==> src/rtl/serial_bcd_xs3_codec_if.sv <==
// Serial Excess-3/BCD codec bus: bit stream in, converted bit and flags out.
// The master drives the stream; the codec is the slave.
interface serial_bcd_xs3_codec_if;
  logic Valid;
  logic Mode;
  logic X;
  logic Z;
  logic DigitDone;
  logic WordDone;
  logic DigitErr;
  logic WordErr;

  modport master (
    output Valid,
    output Mode,
    output X,
    input  Z,
    input  DigitDone,
    input  WordDone,
    input  DigitErr,
    input  WordErr
  );

  modport slave (
    input  Valid,
    input  Mode,
    input  X,
    output Z,
    output DigitDone,
    output WordDone,
    output DigitErr,
    output WordErr
  );
endinterface

==> src/rtl/serial_bcd_xs3_codec.sv <==
// Bit-serial LSB-first Excess-3 <-> BCD converter for NUM_DIGITS-digit words.
// Mealy output on Z; registered digit/word completion and range-error flags.
module serial_bcd_xs3_codec #(
  parameter int NUM_DIGITS = 1
) (
  input logic Clk,
  input logic Rst,
  serial_bcd_xs3_codec_if.slave bus
);

  localparam int DW = (NUM_DIGITS > 1) ? $clog2(NUM_DIGITS) : 1;
  localparam logic [DW-1:0] LAST_DIG = DW'(NUM_DIGITS - 1);

  logic [1:0]    bit_idx,   bit_idx_n;
  logic [DW-1:0] digit_idx, digit_idx_n;
  logic          carry,     carry_n;
  logic          mode_q,    mode_q_n;
  logic [2:0]    sr,        sr_n;
  logic          ddone,     ddone_n;
  logic          wdone,     wdone_n;
  logic          derr,      derr_n;
  logic          werr,      werr_n;

  logic       beat;
  logic       first;
  logic       m;
  logic [3:0] kvec;
  logic       k;
  logic       cin;
  logic       cout;
  logic [3:0] d;
  logic       inv;
  logic       last_bit;
  logic       last_dig;

  assign beat     = bus.Valid & ~Rst;
  assign first    = (bit_idx == 2'd0) && (digit_idx == '0);
  assign m        = first ? bus.Mode : mode_q;
  assign last_bit = (bit_idx == 2'd3);
  assign last_dig = (digit_idx == LAST_DIG);

  // +3 when encoding, -3 (two's complement 1101) when decoding
  always_comb begin
    kvec = 4'b1101;
    unique case (1'b1)
      m:       kvec = 4'b0011;
      default: kvec = 4'b1101;
    endcase
  end

  assign k    = kvec[bit_idx];
  assign cin  = (bit_idx != 2'd0) & carry;
  assign cout = (bus.X & k) | (bus.X & cin) | (k & cin);

  assign d   = {bus.X, sr};
  assign inv = m ? (d > 4'd9) : ((d < 4'd3) || (d > 4'd12));

  always_ff @(posedge Clk or posedge Rst) begin
    if (Rst) begin
      bit_idx   <= 2'd0;
      digit_idx <= '0;
      carry     <= 1'b0;
      mode_q    <= 1'b0;
      sr        <= 3'd0;
      ddone     <= 1'b0;
      wdone     <= 1'b0;
      derr      <= 1'b0;
      werr      <= 1'b0;
    end else begin
      bit_idx   <= bit_idx_n;
      digit_idx <= digit_idx_n;
      carry     <= carry_n;
      mode_q    <= mode_q_n;
      sr        <= sr_n;
      ddone     <= ddone_n;
      wdone     <= wdone_n;
      derr      <= derr_n;
      werr      <= werr_n;
    end
  end

  always_comb begin
    bit_idx_n   = bit_idx;
    digit_idx_n = digit_idx;
    carry_n     = carry;
    mode_q_n    = mode_q;
    sr_n        = sr;
    ddone_n     = 1'b0;
    wdone_n     = 1'b0;
    derr_n      = 1'b0;
    werr_n      = werr;
    if (beat) begin
      bit_idx_n = bit_idx + 2'd1;
      carry_n   = cout;
      sr_n      = {bus.X, sr[2:1]};
      if (first) begin
        mode_q_n = bus.Mode;
        werr_n   = 1'b0;
      end
      if (last_bit) begin
        ddone_n = 1'b1;
        derr_n  = inv;
        wdone_n = last_dig;
        if (inv) werr_n = 1'b1;
        digit_idx_n = last_dig ? '0 : digit_idx + 1'b1;
      end
    end
  end

  always_comb begin
    bus.Z         = beat & (bus.X ^ k ^ cin);
    bus.DigitDone = ddone;
    bus.WordDone  = wdone;
    bus.DigitErr  = derr;
    bus.WordErr   = werr;
  end

endmodule

==> src/flat_wrapper.sv <==
// flat-port wrapper written by rule: the top's interface ports become plain ports
module serial_bcd_xs3_codec_flat 
#(
  parameter int NUM_DIGITS = 1
)
  (Clk, Rst, bus_Valid, bus_Mode, bus_X, bus_Z, bus_DigitDone, bus_WordDone, bus_DigitErr, bus_WordErr);
  serial_bcd_xs3_codec_if bus_i ();
  input logic Clk;
  input logic Rst;
  input wire logic [$bits(bus_i.Valid)-1:0] bus_Valid;
  input wire logic [$bits(bus_i.Mode)-1:0] bus_Mode;
  input wire logic [$bits(bus_i.X)-1:0] bus_X;
  output wire logic [$bits(bus_i.Z)-1:0] bus_Z;
  output wire logic [$bits(bus_i.DigitDone)-1:0] bus_DigitDone;
  output wire logic [$bits(bus_i.WordDone)-1:0] bus_WordDone;
  output wire logic [$bits(bus_i.DigitErr)-1:0] bus_DigitErr;
  output wire logic [$bits(bus_i.WordErr)-1:0] bus_WordErr;
  assign bus_i.Valid = bus_Valid;
  assign bus_i.Mode = bus_Mode;
  assign bus_i.X = bus_X;
  assign bus_Z = bus_i.Z;
  assign bus_DigitDone = bus_i.DigitDone;
  assign bus_WordDone = bus_i.WordDone;
  assign bus_DigitErr = bus_i.DigitErr;
  assign bus_WordErr = bus_i.WordErr;
  serial_bcd_xs3_codec #(.NUM_DIGITS(NUM_DIGITS)) u_core (.Clk(Clk), .Rst(Rst), .bus(bus_i));
endmodule
==> config.mk <==
export PLATFORM = sky130hd
export DESIGN_NAME = serial_bcd_xs3_codec_flat
export DESIGN_NICKNAME = d
export VERILOG_FILES = /design/src/rtl/serial_bcd_xs3_codec_if.sv /design/src/rtl/serial_bcd_xs3_codec.sv /design/src/flat_wrapper.sv
export SDC_FILE = /design/constraint.sdc
export NUM_CORES = 1
export LEC_CHECK = 0
export ABC_CLOCK_PERIOD_IN_PS = 3400
export BUFFER_PORTS_ARGS = -buffer_cell sky130_fd_sc_hd__buf_2
export CAP_MARGIN = 25
export CORE_MARGIN = 2
export CORE_UTILIZATION = 35
export DETAILED_ROUTE_END_ITERATION = 16
export PLACE_DENSITY = 0.53
export SYNTH_ARGS = -nofsm -noshare
export SYNTH_HDL_FRONTEND = slang
export SYNTH_SLANG_ARGS = --single-unit
export TNS_END_PERCENT = 10
==> constraint.sdc <==
create_clock -name Clk -period 3.4 [get_ports Clk]
set_input_delay 0.51 -clock Clk [delete_from_list [all_inputs] [get_ports Clk]]
set_output_delay 0.51 -clock Clk [all_outputs]
set_load 0.005 [all_outputs]
==> out/results.txt <==
Number of global-route vias before repair -> 339
Die footprint -> 1760 um2
Number of buffers added by the clock tree synthesis step -> 3
Maximum clock skew at final layout -> 0.000991 ns
Fillers -> 129
TritonCTS clock tree -> yes
Wirelength, routed -> 774 um
Input/output buffers -> 9
Cells after Synth -> 42
Class of the most critical hold timing path -> in -> async
Portion of total power attributed to the clock network -> 0.237
Slew HR -> 0.714
Number of failing hold endpoints at the final stage -> 0
Routed Antenna Nets -> 0
Fraction of power consumed by sequential logic -> 0.409
Required arrival time at the worst endpoint -> 2.89 ns
Core area -> 1320 um2
Depth of the worst register-to-register path -> 6
Layout cells sized above 1 -> 0.377
Path type of the worst setup path -> reg -> out
WP data arrival -> 2.23 ns
Diode count -> 0
Switching power of the nets -> 0.142 mW
Number of placed instances with taps included -> 64
Post-cts resize count -> 0
Clock transition at the register clock pins on the worst setup and hold paths after CTS -> 0.07 ns
Peak supply drop -> 270 uV
Startpoint of the lowest-slack register-to-register path -> u_core.bit_idx[1]
Mean Syn Cell Area -> 12.0 um2
Prevailing post-synth register cell -> sky130_fd_sc_hd__dfrtp_1
Wire length per cell after detailed routing -> 11.4 um
Number of enable-type register cells in the synthesized netlist -> 0
Crit-path max FO -> 4
Final nets -> 62
Initial core utilization -> 0.384
Pin slew with the least headroom to its limit -> 0.427 ns
Crit. End Element -> output pin
Most frequent cells after synthesis -> 10 x sky130_fd_sc_hd__dfrtp_1, 5 x sky130_fd_sc_hd__mux2_2, 3 x sky130_fd_sc_hd__inv_1, 3 x sky130_fd_sc_hd__nor2_1
FMAX -> 365 MHz
Pin count of the biggest net entering global routing -> 12
First-pass iteration count of the detailed router -> 4
H-tree depth -> 1
DRC violation total after the first TritonRoute iteration -> 6
Distinct cell type count after synthesis -> 21
Summed instance area of the synthesized netlist -> 505 um2
Synth top area cells -> sky130_fd_sc_hd__dfrtp_1 50%, sky130_fd_sc_hd__mux2_2 11%, sky130_fd_sc_hd__ha_1 5.0%
DRC -> 0
Flop and latch count out of synthesis -> 10
Proportion of synthesized flip-flops having asynchronous set or reset -> 1.00
Internal cell power -> 0.305 mW
Net count of the mapped netlist -> 50
Number of warnings reported in the yosys synthesis log -> 0
Horizontal die dimension -> 42.0 um
Element type at the critical path start -> register
Total Negative Setup Slacks -> 0 ns
Clock sink count -> 10
Overall overflow remaining after global route -> 0
Max Cap Violations -> 0
Time the final worst path needs with I/O delays and setup -> 2.74 ns
Area added between synthesis and finish -> 16.1%
Number of antenna violations at the first check in global routing -> 0
Share of Yosys cell area claimed by the top area cell type -> 0.495
# hold bufs at CTS -> 0
Slack of the worst reg-to-reg path -> 1.43 ns
Setup WS post-layout -> 0.659 ns
Worst Setup Slack post-DPL -> 0.948 ns
Clk Latency, worst-skew pair -> 0.26 ns
Leak Pwr -> 0.288 nW
CP max stage cell -> sky130_fd_sc_hd__fa_1
Total setup buffers inserted after CTS -> 0
Top-level I/O count -> 10
RePlAce Congestion -> 0.795
Result of the run -> finished clean
Combinational cell fraction of total power -> 0.353
Timing startpoint of the critical path -> u_core.bit_idx[1]
Reg2reg end -> u_core.carry
Delay of the slowest cell on the worst path -> 0.43 ns
Most instantiated library cell after synthesis -> sky130_fd_sc_hd__dfrtp_1
Fraction of power spent switching nets -> 0.317
Root buffer cell -> sky130_fd_sc_hd__clkbuf_4
Final setup violation count -> 0
RSZ-0062 raised after global routing -> false
PD cells -> 761 nW/um2
Buffers from clock root to sink, at most -> 2
DIE HEIGHT -> 42.0 um
Number of vias per cell after detailed routing -> 4.91
GRT Util Overall -> 0.105
CP Cell Sequence -> inv_1, ha_1, mux2i_1, nor2_1, a21oi_1, fa_1, and2_1, buf_2
Non-filler instance count after layout -> 68
Final Max Tran Viols -> 0
Post-synthesis sequential area ratio -> 0.495
Via total after detailed routing -> 334
Fraction of the cycle the final worst path needs -> 0.806
Leading area contributor after synthesis -> sky130_fd_sc_hd__dfrtp_1
First-pass GRT wire length -> 1350 um
Standard-cell row count -> 13
-- layout by cell type, fill, tap and decap left out, drive strengths merged, types with 2 or more instances in the layout --
cell     n
nand2    2
ha       2
o211ai   2
and2     2
clkbuf   4
mux2     5
dfrtp   10
inv      3
buf      9
nor2     3
-- layout make-up --
| cell class | count | area (um2) | share of cell area |
|---|---|---|---|
| clock buffer | 4 | 36.3 | 0.0618 |
| sequential | 10 | 250 | 0.426 |
| timing repair buffer | 9 | 45.0 | 0.0768 |
| multi-input combinational | 27 | 225 | 0.384 |
| tap | 15 | 18.8 | 0.0320 |
| inverter | 3 | 11.3 | 0.0192 |
-- sequential cells by signal, indices dropped and copies added, names as in the netlist --
name,flops
u_core.sr,3
u_core.bit_idx,2
u_core.bus.DigitDone,1
u_core.bus.DigitErr,1
u_core.bus.WordErr,1
u_core.carry,1
u_core.mode_q,1
-- power by group through the flow --
stage               Clock (mW)  Sequential, mW  Combinational [mW]
finish                   0.106           0.183               0.158
floorplan                    0           0.180               0.123
detailed placement           0           0.185               0.160
global route             0.114           0.190               0.182
global placement             0           0.183               0.151
CTS                      0.109           0.183               0.162
-- worst max-delay path by stage --
stage | to | cells past startpoint
after floorplan | bus_Z | 7
after global placement | bus_Z | 8
after detailed placement | bus_Z | 8
after CTS | bus_Z | 8
after global routing | bus_Z | 8
final | bus_Z | 8
-- metrics by stage --
| step | instance area [um2] | hold slack, ns | total power, mW | util |
|---|---|---|---|---|
| after floorplan | 505 | 0.350 | 0.303 | - |
| after global placement | 551 | 0.479 | 0.334 | 0.418 |
| after detailed placement | 551 | 0.473 | 0.346 | 0.418 |
| after CTS | 587 | 0.239 | 0.455 | 0.445 |
| after global routing | 587 | 0.255 | 0.486 | 0.445 |
| final | 587 | 0.219 | 0.447 | 0.445 |
-- cell families after synthesis --
family / Yosys count / synth area share
AOI/OAI and AO/OA: 7 / 0.0990
xor gates and xnor gates: 1 / 0.0173
adders and majority gates: 3 / 0.0891
buffers and inverters: 5 / 0.0594
DFF: 10 / 0.495
muxes: 6 / 0.131
and+or+nand+nor: 10 / 0.109
-- critical path: cells and delay by family, from the launching register on --
family	cells	cell delay [ns]
muxes	1	0.33
AOI/OAI and AO/OA	1	0.18
buffers and inverters	2	0.22
and+or+nand+nor	2	0.21
adders and majority gates	2	0.63
DFF	1	0.40
-- routing by layer --
layer / up-vias / routed length [um] / global-route usage
li1: 162 / - / -
met1: 161 / 317 / 0.108
met2: 9 / 411 / 0.191
met3: 2 / 35 / 0.0259
met4: 0 / 10 / 0.0581
met5: - / 0 / 0
(Power assumes the default switching activity.)
